### src/rtl/alu_arbiter.sv
// rtl/alu_arbiter.sv - two-requester round-robin sequencer for the shared ALU
//
// Purpose: accepts one operation at a time from two requesters, drives the
// combinational ALU from captured registers, waits a per-opcode settle time,
// registers the result and returns it to the requester that issued it.
//
// Ports:
//   clk, rst_n            clock, asynchronous active-low reset
//   reqN_valid/ready      operation handshake (ready only in IDLE, for the grantee)
//   reqN_a/b/op           operands and opcode (0=XOR 1=ADD 2=MUL low byte 3=SUB)
//   respN_valid/ready     result handshake
//   respN_data            result, held until the next result for that requester
//   alu_a/alu_b/alu_op    registered ALU inputs
//   alu_rout              combinational ALU result
//   busy                  high whenever not IDLE
//   done_count            completed responses, wraps
module alu_arbiter #(
  parameter int WIDTH       = 16,
  parameter int EXEC_CYCLES = 1,
  parameter int MUL_CYCLES  = 2
) (
  input  logic             clk,
  input  logic             rst_n,
  input  logic             req0_valid,
  output logic             req0_ready,
  input  logic [WIDTH-1:0] req0_a,
  input  logic [WIDTH-1:0] req0_b,
  input  logic [1:0]       req0_op,
  output logic             resp0_valid,
  output logic [WIDTH-1:0] resp0_data,
  input  logic             resp0_ready,
  input  logic             req1_valid,
  output logic             req1_ready,
  input  logic [WIDTH-1:0] req1_a,
  input  logic [WIDTH-1:0] req1_b,
  input  logic [1:0]       req1_op,
  output logic             resp1_valid,
  output logic [WIDTH-1:0] resp1_data,
  input  logic             resp1_ready,
  output logic [WIDTH-1:0] alu_a,
  output logic [WIDTH-1:0] alu_b,
  output logic [1:0]       alu_op,
  input  logic [WIDTH-1:0] alu_rout,
  output logic             busy,
  output logic [7:0]       done_count
);

  typedef enum logic [1:0] {IDLE, EXEC, RESP} state_e;

  state_e           state_q, state_d;
  logic [WIDTH-1:0] alu_a_q, alu_a_d;
  logic [WIDTH-1:0] alu_b_q, alu_b_d;
  logic [1:0]       alu_op_q, alu_op_d;
  logic             owner_q, owner_d;
  logic             rr_last_q, rr_last_d;
  logic [7:0]       cnt_q, cnt_d;
  logic             resp0_valid_q, resp0_valid_d;
  logic             resp1_valid_q, resp1_valid_d;
  logic [WIDTH-1:0] resp0_data_q, resp0_data_d;
  logic [WIDTH-1:0] resp1_data_q, resp1_data_d;
  logic [7:0]       done_count_q, done_count_d;

  logic             grant0, grant1;
  logic [WIDTH-1:0] result;
  logic [1:0]       sel_op;
  logic             resp_hs;

  // rr_last_q names the requester served most recently; on contention the
  // other one wins, so reset value 1 gives requester 0 the first grant.
  assign grant0     = req0_valid && (!req1_valid || rr_last_q);
  assign grant1     = req1_valid && (!req0_valid || !rr_last_q);
  assign req0_ready = (state_q == IDLE) && grant0;
  assign req1_ready = (state_q == IDLE) && grant1;

  // MUL only yields a valid low byte; the upper byte is forced to zero.
  assign result  = (alu_op_q == 2'd2) ? {{(WIDTH-8){1'b0}}, alu_rout[7:0]} : alu_rout;
  assign sel_op  = req1_ready ? req1_op : req0_op;
  assign resp_hs = owner_q ? (resp1_valid_q && resp1_ready) : (resp0_valid_q && resp0_ready);

  always_comb begin
    state_d       = state_q;
    alu_a_d       = alu_a_q;
    alu_b_d       = alu_b_q;
    alu_op_d      = alu_op_q;
    owner_d       = owner_q;
    rr_last_d     = rr_last_q;
    cnt_d         = cnt_q;
    resp0_valid_d = resp0_valid_q;
    resp1_valid_d = resp1_valid_q;
    resp0_data_d  = resp0_data_q;
    resp1_data_d  = resp1_data_q;
    done_count_d  = done_count_q;
    case (state_q)
      IDLE: begin
        if (req0_ready || req1_ready) begin
          alu_a_d   = req1_ready ? req1_a : req0_a;
          alu_b_d   = req1_ready ? req1_b : req0_b;
          alu_op_d  = sel_op;
          owner_d   = req1_ready;
          rr_last_d = req1_ready;
          cnt_d     = (sel_op == 2'd2) ? 8'(MUL_CYCLES) : 8'(EXEC_CYCLES);
          state_d   = EXEC;
        end
      end
      EXEC: begin
        cnt_d = cnt_q - 8'd1;
        if (cnt_q == 8'd1) begin
          if (owner_q) begin
            resp1_data_d  = result;
            resp1_valid_d = 1'b1;
          end else begin
            resp0_data_d  = result;
            resp0_valid_d = 1'b1;
          end
          state_d = RESP;
        end
      end
      RESP: begin
        if (resp_hs) begin
          resp0_valid_d = 1'b0;
          resp1_valid_d = 1'b0;
          done_count_d  = done_count_q + 8'd1;
          state_d       = IDLE;
        end
      end
      default: state_d = IDLE;
    endcase
  end

  always_ff @(posedge clk or negedge rst_n) begin
    if (!rst_n) begin
      state_q       <= IDLE;
      alu_a_q       <= '0;
      alu_b_q       <= '0;
      alu_op_q      <= 2'd0;
      owner_q       <= 1'b0;
      rr_last_q     <= 1'b1;
      cnt_q         <= 8'd0;
      resp0_valid_q <= 1'b0;
      resp1_valid_q <= 1'b0;
      resp0_data_q  <= '0;
      resp1_data_q  <= '0;
      done_count_q  <= 8'd0;
    end else begin
      state_q       <= state_d;
      alu_a_q       <= alu_a_d;
      alu_b_q       <= alu_b_d;
      alu_op_q      <= alu_op_d;
      owner_q       <= owner_d;
      rr_last_q     <= rr_last_d;
      cnt_q         <= cnt_d;
      resp0_valid_q <= resp0_valid_d;
      resp1_valid_q <= resp1_valid_d;
      resp0_data_q  <= resp0_data_d;
      resp1_data_q  <= resp1_data_d;
      done_count_q  <= done_count_d;
    end
  end

  assign alu_a       = alu_a_q;
  assign alu_b       = alu_b_q;
  assign alu_op      = alu_op_q;
  assign resp0_valid = resp0_valid_q;
  assign resp1_valid = resp1_valid_q;
  assign resp0_data  = resp0_data_q;
  assign resp1_data  = resp1_data_q;
  assign busy        = (state_q != IDLE);
  assign done_count  = done_count_q;

endmodule

### config.mk
export PLATFORM = sky130hd
export DESIGN_NAME = alu_arbiter
export DESIGN_NICKNAME = d
export VERILOG_FILES = /design/src/rtl/alu_arbiter.sv
export SDC_FILE = /design/constraint.sdc
export NUM_CORES = 1
export LEC_CHECK = 0
export ABC_AREA = 1
export CAP_MARGIN = 20
export CORE_MARGIN = 5
export CORE_UTILIZATION = 43
export CTS_CLUSTER_DIAMETER = 30
export DETAILED_ROUTE_END_ITERATION = 16
export GPL_TIMING_DRIVEN = 0
export PLACE_DENSITY = 0.83
export SYNTH_ARGS = -nofsm -noshare
export SYNTH_HDL_FRONTEND = slang
export SYNTH_SLANG_ARGS = --single-unit
### constraint.sdc
create_clock -name clk -period 1.8 [get_ports clk]
set_clock_uncertainty 0.15 [all_clocks]
set_input_delay 0.27 -clock clk [delete_from_list [all_inputs] [get_ports clk]]
set_output_delay 0.27 -clock clk [all_outputs]
set_load 0.005 [all_outputs]
==> metrics.log <==
INFO  metric run_status = finished clean
INFO  metric yosys_most_used_dff = sky130_fd_sc_hd__dfrtp_1
INFO  metric syn_area_per_cell = 8.68 µm²
INFO  metric ys_seq_elements = 88
INFO  metric fp.dieW = approximately 110 µm
INFO  metric synth_area = about 0.0040 mm²
INFO  metric synth_xor_area_share = less than 1%
INFO  metric fillers = a little over 700
INFO  metric p_total = between 0.009 and 0.01 W
INFO  metric synthToLayoutAreaGrowth = 56.5%
INFO  metric setup.reg_to_reg.worst_slack = 0.05 ns
INFO  metric synth_compound_area_share = about 15%
INFO  metric setup.worst_path.end_class = output port
INFO  metric final_layout_size_suffix_gt1_share = about an eighth
INFO  metric wirelength = between 10 and 15 mm
INFO  metric global_route_wire_length_before_repair = between 15 and 20 mm
INFO  metric worst-path-max-fanout = 3
INFO  metric number_of_non_filler_instances_in_the_completed_layout = slightly below 800
INFO  metric worstPathBufferInverterCount = 4
INFO  metric finalNetCount = between 700 and 800
INFO  metric die-area = approximately 0.011 mm²
INFO  metric drtAntennaViolNets = 0
INFO  metric timing.critical_path.mode_cell = sky130_fd_sc_hd__buf_6
INFO  metric via_count = 3899
INFO  metric dr.first_iter.drc_count = ~160
INFO  metric worst_ir_drop_vdd = 722 µV
INFO  metric maxCapViolations = 0
INFO  metric synth_mux_area_share = 0%
INFO  metric port_buffers = roughly 170
INFO  metric cts_tree = yes
INFO  metric most_instantiated_cells_after_synthesis = sky130_fd_sc_hd__nand2_1, sky130_fd_sc_hd__dfrtp_1, sky130_fd_sc_hd__o21ai_0
INFO  metric htree_num_levels = 3
INFO  metric hp-class = in -> async
INFO  metric cellLeakagePower = 2.78 nW
INFO  metric total_grt_overflow = 0
INFO  metric cts_root_buf = sky130_fd_sc_hd__clkbuf_8
INFO  metric hpwl = 9.02 mm
INFO  metric synth_nets = roughly 550
INFO  metric timing.max_slew.rel_slack = about three fifths
INFO  metric synth_simple_gate_area_share = between 20% and 30%
INFO  metric report.final.hold_viol_count = 0
INFO  metric required = 1.38 ns
INFO  metric synth.most_common_cell = sky130_fd_sc_hd__nand2_1
INFO  metric layout_min_cycle_time = around 1.8 ns
INFO  metric synth_enable_flop_cells = 0
INFO  metric initial_utilization = a little over two fifths
INFO  metric clock_insertion_delay_worst_skew = about 0.36 ns
INFO  metric initial_antenna_violation_count = 0
INFO  metric setup_repair_after_global_routing_missed_its_margin = yes
INFO  metric chipHeight = approximately 110 µm
INFO  metric setup_viol_count_final = 0
INFO  metric cts.path.max_buffers = 2
INFO  metric placementRows = 35
INFO  metric number_of_clock_buffers_inserted_by_tritoncts = 9
INFO  metric worst-setup-path-type = reg -> out
INFO  metric worst-r2r-cell-count = 8
INFO  metric dominant_combinational_cell_family_by_area_after_synthesis = simple AND/OR/NAND/NOR gates
INFO  metric largest_net_degree_at_the_start_of_global_routing = 46
INFO  metric slowest_stage = sky130_fd_sc_hd__dfrtp_1
INFO  metric gp_routability_congestion = between 0.8 and 0.9
INFO  metric fin_crit_sh = 99.2%
INFO  metric antenna-diode-count = 0
INFO  metric grt.total_usage = between 20% and 30%
INFO  metric synthesis.instances = between 400 and 500
INFO  metric synth.yosys.seq_area_share = 55.3%
INFO  metric p_per_area = 1580 mW/mm²
INFO  metric drcViolationCount = 0
INFO  metric fin_setup_tns = 0 ns
INFO  metric firstDrtPassIters = 4
INFO  metric vias_per_cell = ~5.1
INFO  metric critical-path-top-delay-family = flip-flops
INFO  metric core_region_area = 0.00915 mm²
INFO  metric cell_breakdown_of_the_critical_path = nor2_4 > buf_6 > buf_6 > nand3_4 > inv_2 > buf_6
INFO  metric design.portCount = 169
INFO  metric yosys.area_share.adder = 0.943%
INFO  metric post-synth-top-area-fraction = 54.7%
INFO  metric max_stage_delay = between 0.4 and 0.5 ns
INFO  metric hold_ws = between 0.3 and 0.4 ns
INFO  metric report.final.slew_viol_count = 0
INFO  metric timing.rr.start = state_q[0]
INFO  metric cts_num_sinks = 88
INFO  metric average_detailed_routed_wire_length_per_instance = 15.8 µm
INFO  metric placed_insts = around 740
INFO  metric postSynth.asyncResetShare = 100%
INFO  metric path_clk_slew = ~0.10 ns
INFO  metric worst-slew-pin-transition = around 0.60 ns
INFO  metric cell_variety_after_synth = 29
INFO  metric vias_in_the_first_global_route = 3959
INFO  metric max_freq = ~560 MHz
INFO  metric yosysTopAreaCell = sky130_fd_sc_hd__dfrtp_1
INFO  metric reg2reg_to = alu_a[14]
INFO  metric placedInstanceArea = roughly 0.0058 mm²
INFO  metric arrival_time_of_data_at_the_critical_path_endpoint = 1.37 ns
INFO  metric timing.critical_path.from_type = register
INFO  metric yosys-top-cells-area = sky130_fd_sc_hd__dfrtp_1, sky130_fd_sc_hd__nand2_1, sky130_fd_sc_hd__o21ai_0
INFO  metric yosysWarningCount = 0
INFO  metric finish.instance_area = just over 0.006 mm²
metrics by stage:
stage / util [%] / setup WS, ns
after global placement: 63.4 / -2.82
after CTS: 66.7 / -0.0794
after detailed placement: 63.6 / -0.513
final: 68.1 / 0.0144
after global routing: 68.1 / -0.0430
after floorplan: - / 0.266
cell type report:
class,count,area (µm²),area share (%)
tap,111,139,2.23
timing repair buffer,184,1840,29.5
inverter,36,143,2.29
clock inverter,7,72.6,1.16
clock buffer,9,124,1.99
sequential,88,2210,35.4
multi-input combinational,314,1540,24.8
buffer,20,166,2.67
cell families after synthesis:
family	after synthesis
AO/OA/AOI/OAI	117
buffers and inverters	57
adder cells (fa/ha/maj)	3
XOR/XNOR	2
AND/OR/NAND/NOR	192
flip-flops	88
cell usage in the layout (no fill, tap or decap), drive strengths merged, types with 2 or more instances in the layout:
cell type and n:
dfrtp 87, nand2 114, inv 40, nor3 3, o21ai 82, nand3b 2
clkinv 2, nand4 7, clkbuf 15, a21oi 32, buf 32, ha 3
nand3 19, clkdlybuf4s50 164, nor2 47
power by group:
part | internal, W | total (W) | switching [W] | leakage, nW
clock network | 0.000545 | 0.00136 | 0.000817 | 0.0970
registers | 0.00295 | 0.00358 | 0.000627 | 1.02
logic | 0.00270 | 0.00488 | 0.00218 | 1.66
total | 0.00620 | 0.00982 | 0.00362 | 2.78
worst register-to-register path, cell delays in order (launching register included):
cell and delay [ns]:
sky130_fd_sc_hd__dfrtp_1 0.42, sky130_fd_sc_hd__nor2_4 0.15, sky130_fd_sc_hd__buf_6 0.12, sky130_fd_sc_hd__buf_6 0.09, sky130_fd_sc_hd__nand3_4 0.07, sky130_fd_sc_hd__buf_4 0.18
sky130_fd_sc_hd__clkbuf_2 0.20, sky130_fd_sc_hd__o21ai_0 0.19, sky130_fd_sc_hd__a21oi_1 0.08
flip-flops by register name (all words and copies together) (netlist names):
name / count
resp0_valid: 1
alu_a: 16
state_q: 2
cnt_q: 8
alu_op: 2
resp1_valid: 1
owner_q: 1
rr_last_q: 1
done_count: 8
alu_b: 16
resp1_data: 16
resp0_data: 16
timing repair:
action                                  CTS  global route
hold buffers                              1             0
gates cloned                              0             1
buffers inserted                         10             3
endpoints found under the hold margin    42             0
gates resized for setup                  14            61
pin swaps                                 2             2
endpoints found under the setup margin    3            63
how the worst max path moves through the flow:
stage / start / to / slack [ns] / depth (start not counted)
2_1_floorplan: cnt_q[1] / resp0_data[10] / 0.27 / 8
3_3_place_gp: rst_n / alu_a[3] / -2.82 / 1
3_5_place_dp: req0_valid / req1_ready / -0.51 / 6
4_1_cts: state_q[1] / req1_ready / -0.08 / 5
5_1_grt: state_q[0] / req0_ready / -0.04 / 6
6_report: state_q[0] / req0_ready / 0.01 / 6
routing by layer:
metal / wire (µm) / vias to the layer above / track usage (%)
met1: 4670 / 1831 / 25.0
met5: 0 / - / 0
met4: 201 / 0 / 7.03
li1: - / 1890 / -
met2: 5870 / 160 / 35.7
met3: 1380 / 18 / 9.17
(Power assumes the default switching activity.)
